<file path="src/rtl/mesi_pkg.sv">
// MESI state and snoop command encodings plus the next-state rules shared by
// the cache controller, cache arrays and bus model.
package mesi_pkg;

   typedef enum logic [1:0] {
      MESI_I = 2'b00,
      MESI_S = 2'b01,
      MESI_E = 2'b10,
      MESI_M = 2'b11
   } mesi_t;

   typedef enum logic [1:0] {
      SNP_NONE   = 2'd0,
      SNP_BUSRD  = 2'd1,
      SNP_BUSRDX = 2'd2,
      SNP_INVAL  = 2'd3
   } snp_cmd_t;

   typedef struct packed {
      mesi_t nxt;
      logic  busrd;
      logic  busrdx;
      logic  inval;
   } proc_rsp_t;

   // Several command lines may be raised together; the strongest wins.
   function automatic snp_cmd_t snp_decode(input logic busrd, input logic busrdx,
                                           input logic inval);
      if (busrdx)     return SNP_BUSRDX;
      else if (inval) return SNP_INVAL;
      else if (busrd) return SNP_BUSRD;
      else            return SNP_NONE;
   endfunction

   function automatic proc_rsp_t proc_next(input logic hit, input logic wr,
                                           input mesi_t cur, input logic shared);
      proc_rsp_t r;
      r.nxt    = cur;
      r.busrd  = 1'b0;
      r.busrdx = 1'b0;
      r.inval  = 1'b0;
      if (!hit) begin
         if (wr) begin
            r.nxt    = MESI_M;
            r.busrdx = 1'b1;
         end else begin
            r.nxt    = shared ? MESI_S : MESI_E;
            r.busrd  = 1'b1;
         end
      end else if (wr) begin
         r.nxt = MESI_M;
         case (cur)
            MESI_S:         r.inval  = 1'b1;
            MESI_E, MESI_M: r.inval  = 1'b0;
            default:        r.busrdx = 1'b1;  // hit on an I line behaves as a write miss
         endcase
      end
      return r;
   endfunction

   function automatic mesi_t snp_next(input snp_cmd_t cmd, input mesi_t cur);
      case (cmd)
         SNP_BUSRDX, SNP_INVAL: return MESI_I;
         SNP_BUSRD:             return (cur == MESI_I) ? MESI_I : MESI_S;
         default:               return cur;
      endcase
   endfunction

endpackage

</file>
<file path="src/rtl/plru_tree.sv">
// Per-set tree pseudo-LRU: WAYS-1 bits per set, node n has children 2n+1/2n+2,
// a 0 bit points the victim walk into the left (lower-numbered) subtree.
module plru_tree #(
   parameter int WAYS  = 4,
   parameter int SETS  = 256,
   parameter int IDX_W = $clog2(SETS),
   parameter int WAY_W = $clog2(WAYS)
) (
   input  logic             clk,
   input  logic             rst,
   input  logic [IDX_W-1:0] index,
   output logic [WAY_W-1:0] victim,
   input  logic             upd_en,
   input  logic [WAY_W-1:0] upd_way
);

   localparam int NODES = WAYS - 1;

   logic [NODES-1:0] tree_q [SETS];
   logic [NODES-1:0] cur_bits;
   logic [NODES-1:0] upd_bits;

   function automatic logic [WAY_W-1:0] walk(input logic [NODES-1:0] t);
      logic [WAY_W-1:0] w;
      logic             b;
      int               node;
      w    = '0;
      node = 0;
      for (int l = 0; l < WAY_W; l++) begin
         b = 1'b0;
         for (int n = 0; n < NODES; n++)
            if (n == node) b = t[n];
         w[WAY_W-1-l] = b;
         node = 2 * node + (b ? 2 : 1);
      end
      return w;
   endfunction

   // Every node on the path to the accessed way is turned to face away from it.
   function automatic logic [NODES-1:0] touch(input logic [NODES-1:0] t,
                                              input logic [WAY_W-1:0] way);
      logic [NODES-1:0] r;
      logic             d;
      int               node;
      r    = t;
      node = 0;
      for (int l = 0; l < WAY_W; l++) begin
         d = way[WAY_W-1-l];
         for (int n = 0; n < NODES; n++)
            if (n == node) r[n] = ~d;
         node = 2 * node + (d ? 2 : 1);
      end
      return r;
   endfunction

   assign cur_bits = tree_q[index];
   assign victim   = walk(cur_bits);
   assign upd_bits = touch(cur_bits, upd_way);

   always_ff @(posedge clk or posedge rst) begin
      if (rst) begin
         for (int s = 0; s < SETS; s++)
            tree_q[s] <= '0;
      end else if (upd_en) begin
         tree_q[index] <= upd_bits;
      end
   end

endmodule

</file>
<file path="src/rtl/mesi_plru_ctrl.sv">
// Per-core cache controller: PLRU victim choice and MESI next state for
// processor and snoop sides, one-cycle registered responses.
// Defining CC_SNOOP_FLUSH_EN adds the snp_flush dirty-data output.
module mesi_plru_ctrl
   import mesi_pkg::*;
#(
   parameter int WAYS  = 4,
   parameter int SETS  = 256,
   parameter int IDX_W = $clog2(SETS),
   parameter int WAY_W = $clog2(WAYS)
) (
   input  logic             clk,
   input  logic             rst,
   input  logic             proc_valid,
   output logic             proc_ready,
   input  logic             proc_rd,
   input  logic             proc_wr,
   input  logic [IDX_W-1:0] proc_index,
   input  logic             proc_hit,
   input  logic [WAY_W-1:0] proc_hit_way,
   input  logic [1:0]       proc_mesi_cur,
   input  logic             shared,
   output logic             proc_done,
   output logic [WAY_W-1:0] proc_way,
   output logic [1:0]       proc_mesi_next,
   output logic             proc_busrd,
   output logic             proc_busrdx,
   output logic             proc_inval,
   input  logic             snp_valid,
   input  logic             snp_busrd,
   input  logic             snp_busrdx,
   input  logic             snp_inval,
   input  logic [IDX_W-1:0] snp_index,
   input  logic [1:0]       snp_mesi_cur,
   output logic             snp_done,
   output logic [1:0]       snp_mesi_next,
   output logic             snp_flush
);

   logic             collide;
   logic [WAY_W-1:0] victim;
   logic [WAY_W-1:0] way_sel;
   proc_rsp_t        rsp;
   snp_cmd_t         cmd;
   mesi_t            snp_nxt;
   logic             unused_rd;

   // proc_wr alone selects write; a request with proc_wr low is a read.
   assign unused_rd = proc_rd;

   // Snoop owns a contested set for this cycle; processor retries.
   assign collide    = snp_valid && (snp_index == proc_index);
   assign proc_ready = proc_valid && !collide;

   assign way_sel = proc_hit ? proc_hit_way : victim;
   assign rsp     = proc_next(proc_hit, proc_wr, mesi_t'(proc_mesi_cur), shared);
   assign cmd     = snp_decode(snp_busrd, snp_busrdx, snp_inval);
   assign snp_nxt = snp_next(cmd, mesi_t'(snp_mesi_cur));

   plru_tree #(
      .WAYS  (WAYS),
      .SETS  (SETS),
      .IDX_W (IDX_W),
      .WAY_W (WAY_W)
   ) u_plru (
      .clk     (clk),
      .rst     (rst),
      .index   (proc_index),
      .victim  (victim),
      .upd_en  (proc_ready),
      .upd_way (way_sel)
   );

   always_ff @(posedge clk or posedge rst) begin
      if (rst) begin
         proc_done      <= 1'b0;
         proc_way       <= '0;
         proc_mesi_next <= '0;
         proc_busrd     <= 1'b0;
         proc_busrdx    <= 1'b0;
         proc_inval     <= 1'b0;
      end else begin
         proc_done <= proc_ready;
         if (proc_ready) begin
            proc_way       <= way_sel;
            proc_mesi_next <= rsp.nxt;
            proc_busrd     <= rsp.busrd;
            proc_busrdx    <= rsp.busrdx;
            proc_inval     <= rsp.inval;
         end
      end
   end

   always_ff @(posedge clk or posedge rst) begin
      if (rst) begin
         snp_done      <= 1'b0;
         snp_mesi_next <= '0;
      end else begin
         snp_done <= snp_valid;
         if (snp_valid)
            snp_mesi_next <= snp_nxt;
      end
   end

`ifdef CC_SNOOP_FLUSH_EN
   always_ff @(posedge clk or posedge rst) begin
      if (rst)
         snp_flush <= 1'b0;
      else
         snp_flush <= snp_valid && (snp_mesi_cur == MESI_M) &&
                      (cmd == SNP_BUSRD || cmd == SNP_BUSRDX);
   end
`else
   assign snp_flush = 1'b0;
`endif

endmodule

</file>
<file path="config.mk">
export PLATFORM = sky130hd
export DESIGN_NAME = mesi_plru_ctrl
export DESIGN_NICKNAME = d
export VERILOG_FILES = /design/src/rtl/mesi_pkg.sv /design/src/rtl/plru_tree.sv /design/src/rtl/mesi_plru_ctrl.sv
export SDC_FILE = /design/constraint.sdc
export NUM_CORES = 2
export LEC_CHECK = 0
export CAP_MARGIN = 20
export CORE_UTILIZATION = 45
export DETAILED_ROUTE_END_ITERATION = 16
export GPL_TIMING_DRIVEN = 0
export PLACE_DENSITY = 0.6
export SETUP_SLACK_MARGIN = 0.15
export SLEW_MARGIN = 30
export SYNTH_ARGS = -nofsm -noshare
export SYNTH_HDL_FRONTEND = slang
export SYNTH_SLANG_ARGS = --single-unit
export TNS_END_PERCENT = 50
</file>
<file path="constraint.sdc">
create_clock -name clk -period 36.1 [get_ports clk]
set_clock_uncertainty 0.1 [all_clocks]
set_input_delay 5.415 -clock clk [delete_from_list [all_inputs] [get_ports clk]]
set_output_delay 5.415 -clock clk [all_outputs]
set_load 0.03 [all_outputs]
</file>
; After elaboration in Yosys (flattened, before gate mapping)
; Cells that the tools add are included.
[totals]
regBits = 779
inputBits = 33
output_inout_bits = 13
elab_cells = 321
[op_classes]
order_cmp = 2
eq_ne = 11
muxes = 32
n_bitwise = 3
n_reduce_logical = 9
[ops]
columns = operator, n
row1 = 768-bit bitwise mux, 1
row2 = 2-bit by 32-bit == test with 1-bit output (first input constant), 2
row3 = 3-bit by 32-bit == test with 1-bit output (first input constant), 2
row4 = 32-bit logical NOT, 2
row5 = 3-bit binary-select mux with 8-bit select, 1
row6 = 3-bit demux with 8-bit select, 1
row7 = 2-bit two-way mux, 10
row8 = 1-bit two-way mux, 15
row9 = 9-bit greater-or-equal comparator (second input constant), 1
row10 = 9-bit by 1-bit < comparator with 1-bit output (second input constant), 1
row11 = 3-bit two-way mux, 3
row12 = 8-bit inverter with 9-bit output, 1
row13 = 2-bit == test (second input constant), 4
row14 = 8-bit == test, 1
row15 = 2-bit by 1-bit == test with 1-bit output (second input constant), 2
row16 = 2-bit one-hot mux with 2 select lines, 1
row17 = 1-bit logical AND, 3
row18 = 3-bit OR reduction, 1
row19 = 2-bit logical NOT, 1
row20 = 1-bit inverter, 2
row21 = 2-bit OR reduction, 1
row22 = 1-bit logical NOT, 1

; Longest topological paths before layout
[logic_depth]
ltp_word = 14
depth_mapped = 17
ltp_nobuf = 9

; By module
; Synthesis repeated with hierarchy kept, for this count alone.
[hier_totals]
hier_cells = 3411
area_unflattened_um2 = 37981.4
[by_module_without_submodules]
columns = mod, n_inst, cells_per_inst, area_per_inst_um2
row1 = plru_tree, 1, 3356, 37367.1
row2 = mesi_plru_ctrl, 1, 55, 614.3

; Worst setup path after synthesis
; Ideal clock, no wire load.
[synth_timing]
path_type = input -> output
startpoint = in proc_index[0]
endpoint = out proc_ready
t_arrival_ns = 7.174
setup_slack_ns = 23.411
path_stages = 10
n_path_buf = 6
path_cell_list = buf_6 -> buf_6 -> buf_6 -> buf_6 -> buf_6 -> xnor2_1 -> nand4_1 -> o31ai_1 -> buf_2 -> inv_1
[synth_via]
elab_chain_len = 4
[synth_rtl]
columns = element, line
row1 = start: declaration, mesi_plru_ctrl.sv:18  ; input logic [IDX_W-1:0] proc_index,
row2 = 8-bit == test, mesi_plru_ctrl.sv:52  ; assign collide = snp_valid && (snp_index == proc_index);
row3 = 1-bit logical AND, mesi_plru_ctrl.sv:52
row4 = 1-bit logical NOT, mesi_plru_ctrl.sv:53  ; assign proc_ready = proc_valid && !collide;
row5 = 1-bit logical AND, mesi_plru_ctrl.sv:53
row6 = end: declaration, mesi_plru_ctrl.sv:15  ; output logic proc_ready,
; Every way passes these cells.

; Worst setup path in the final report
[layout_timing]
startpoint = in proc_index[3]
endpoint = out proc_ready
; Same word-level chain as after synthesis.

==> results by group <==
Run status
  • Status: finished clean

STA
  • Max-slew headroom: about 17%
  • Final slew viol count: 0
  • Period utilization: roughly 46%
  • Worst slew pin tran: 1240 ps
  • Fin. Hold Viols: 0
  • Final min period: 16,540 ps
  • Max Freq: 0.0605 GHz
  • Hold WS: 375 ps
  • RSZ-0062 raised after global routing: no
  • Final setup vio count: 0

Job
  • Max-Cap Viols: 0

Cells and area
  • Nets: 4,249
  • Commonest cells after routing, fill and taps aside: 779 x dfrtp_1, 551 x nand2_1, 531 x a21oi_1
  • Final core occ: around half
  • Area Growth Syn to Fin: 13.9%
  • Filler cells: 8,232
  • Commonest non-fill, non-tap cell in the layout: dfrtp_1
  • Share of layout cells above drive strength 1: around a fifth

Floorplanning
  • CORE AREA: 90,400 um^2
  • Width of the die: 305 um
  • IO Count: between 40 and 50
  • Die area: a little over 90,000 um^2
  • Row cnt: 110
  • Starting density of the core: between 40 and 50%
  • Die height: 305 um

Pwr
  • Power per cell area: 49.5 nW/um^2
  • Leak Pwr: 0.0192 uW
  • Sw Pwr: 712 uW
  • Switch share: 30.6%
  • VDD IR max: between 0.03 and 0.04 mV
  • Power Total: 2330 uW
  • P_int: between 1500 and 2000 uW
  • Flop pwr share: 42.0%
  • Clock share of power: 40.4%
  • Comb power frac: between 10% and 20%

Clocking
  • Post-CTS resize count: 0
  • Clock-pin slew on the worst setup and hold paths: 60 ps
  • CTS tree: yes
  • Root Buffer: clkbuf_16
  • CTS Sinks: 779
  • Skew-Pair Late Insertion Delay: roughly 700 ps
  • Number of H-tree levels: 3
  • CTS Hold Bufs: 0
  • Setup bufs post-CTS: 0
  • Clock tree buffer depth: 3
  • Total CTS buffers: between 80 and 90

Detailed routing
  • Drt via density: 7.12
  • Remaining DRCs: 0
  • Drt pass-1 iters: 7
  • DR vias: just under 40,000
  • Initial drt markers: 6,410
  • WL final: 195 mm
  • Mean routed wirelength per cell: about 36 um
  • Final antenna-violating net count: 0

Placed design
  • RD Place Congestion: 1.06
  • Port Buffers: 37
  • Dpl hpwl: roughly 130 mm

GRT
  • Initial antenna violation count: 8
  • Vias in the first global route: roughly 37,000
  • Largest net degree at the start of global routing: 88
  • Wire length of the first global-routing pass: 275 mm
  • Gr ovfl total: 0
  • Total GRT Usage: 41.4%

Synth
  • Sequential share of the synthesized area: 47.2%
  • Synth area leader: dfrtp_1
  • Syn nets: 4,087
  • Syn avg cell area: between 10 and 15 um^2
  • Post-synthesis cell type count: 61
  • Gate Count Post-Synth: between 4,000 and 5,000
  • EDFF count, synth: 0
  • Cell Area, Synth: 41,300 um^2
  • Synth Register Bits: roughly 780
  • Ys Warns: 0
  • Top post-synthesis cells by area: dfrtp_1 47%, mux4_2 9.9%, o22ai_1 8.0%, mux2_2 7.2%, a21oi_1 6.4%
  • Dominant synthesized flop cell: dfrtp_1
  • Async set or reset register ratio after synthesis: between 90% and 100%
  • Post-synth top area share: between 40% and 50%

Critical path
  • Critical Path Start Type: primary input
  • R2R Setup Slk: ~31,000 ps
  • CP max FO: 10
  • WP data arrival: 11,030 ps
  • CP endpoint kind: primary output
  • CP Class: primary input to primary output
  • Req. time, crit path: 30,590 ps

Min path
  • Class of the worst hold path: flip-flop to flip-flop
[cell type report]
| class | count | area [um^2] | share of cell area [%] |
|---|---|---|---|
| Multi-Input combinational cell | 2833 | 19600 | 41.6 |
| Sequential cell | 779 | 19500 | 41.5 |
| Clock buffer | 135 | 2730 | 5.80 |
| Buffer | 433 | 2260 | 4.81 |
| Tap cell | 1176 | 1470 | 3.13 |
| Timing Repair Buffer | 71 | 1200 | 2.56 |
| Clock inverter | 27 | 223 | 0.474 |
| Inverter | 9 | 41.3 | 0.0878 |
| Antenna cell | 8 | 20.0 | 0.0426 |
[metrics by stage]
step | std cells | worst slack, ps | instance area (um^2) | TNS [ps]
6_report | 5471 | 19560 | 47000 | 0
5_1_grt | 5464 | 19710 | 47000 | 0
4_1_cts | 5462 | 19980 | 47000 | 0
3_5_place_dp | 5300 | 19990 | 44000 | 0
3_3_place_gp | 5267 | -2130 | 43100 | -1582730
2_1_floorplan | 4054 | 8710 | 41300 | 0
[worst max-delay path, stage by stage]
cell and delay (ps):
clkdlybuf4s50_1 650, buf_2 550, buf_2 580, buf_2 580, xnor2_1 180, nand4_1 680, o31ai_1 1050, buf_2 430
inv_1 230, clkdlybuf4s50_1 650
[Yosys cell counts (all sizes together) (2+ instances only)]
master	number
clkbuf	265
nor3	292
o21a	3
o22ai	529
a311o	2
a211oi	10
o31ai	4
o221ai	2
a221oi	8
nand2	551
mux2i	55
and2	6
and3	2
nor4	81
or3	2
a21oi	531
a31oi	7
xnor2	9
or4	8
inv	8
or3b	2
dfrtp	779
o211ai	2
o21ai	14
nand2b	4
nor3b	2
and4	2
a22oi	25
nand4	3
a2111oi	5
nand3	20
nand3b	2
mux2	262
nor2b	13
nor2	170
a22o	3
mux4	182
or2	4
buf	168
o311a	3
[worst paths after layout]
path / startpoint / end / depth (start not counted)
max: proc_index[3] / proc_ready / 10
min: proc_mesi_next[1] / proc_mesi_next[1] / 2
max reg2reg: u_plru.tree_q[240] / u_plru.tree_q[723] / 10
min reg2reg: proc_mesi_next[1] / proc_mesi_next[1] / 2
max in group asynchronous: rst / u_plru.tree_q[601] / 6
min in group asynchronous: rst / u_plru.tree_q[243] / 2
[flip-flops by register name, indices dropped and copies added (netlist names)]
name	cells
proc_mesi_next	2
proc_way	2
proc_busrdx	1
snp_mesi_next	2
proc_done	1
proc_busrd	1
u_plru.tree_q	768
snp_done	1
proc_inval	1
[logic make-up after synthesis]
family	share of synthesized area, %
simple gates	12.4
compound gates	16.3
flops	47.2
mux	18.4
buf+inv	5.38
xor+xnor	0.212
other cells	0.00909
[power groups by stage]
stage	Combinational (uW)	Sequential, uW	Clock (uW)
final	410	978	940
after global routing	419	983	968
after CTS	391	976	935
after detailed placement	390	990	0
after global placement	378	993	0
after floorplan	240	980	0
[routing by layer]
metal	part of all wire, %	track usage, %	vias to the layer above
met2	40	56.7	3249
met4	7.6	26.9	10
met3	15	17.3	787
li1	-	-	15600
met1	37	53.6	19300
met5	0.033	0	-
(Power assumes the default switching activity.)
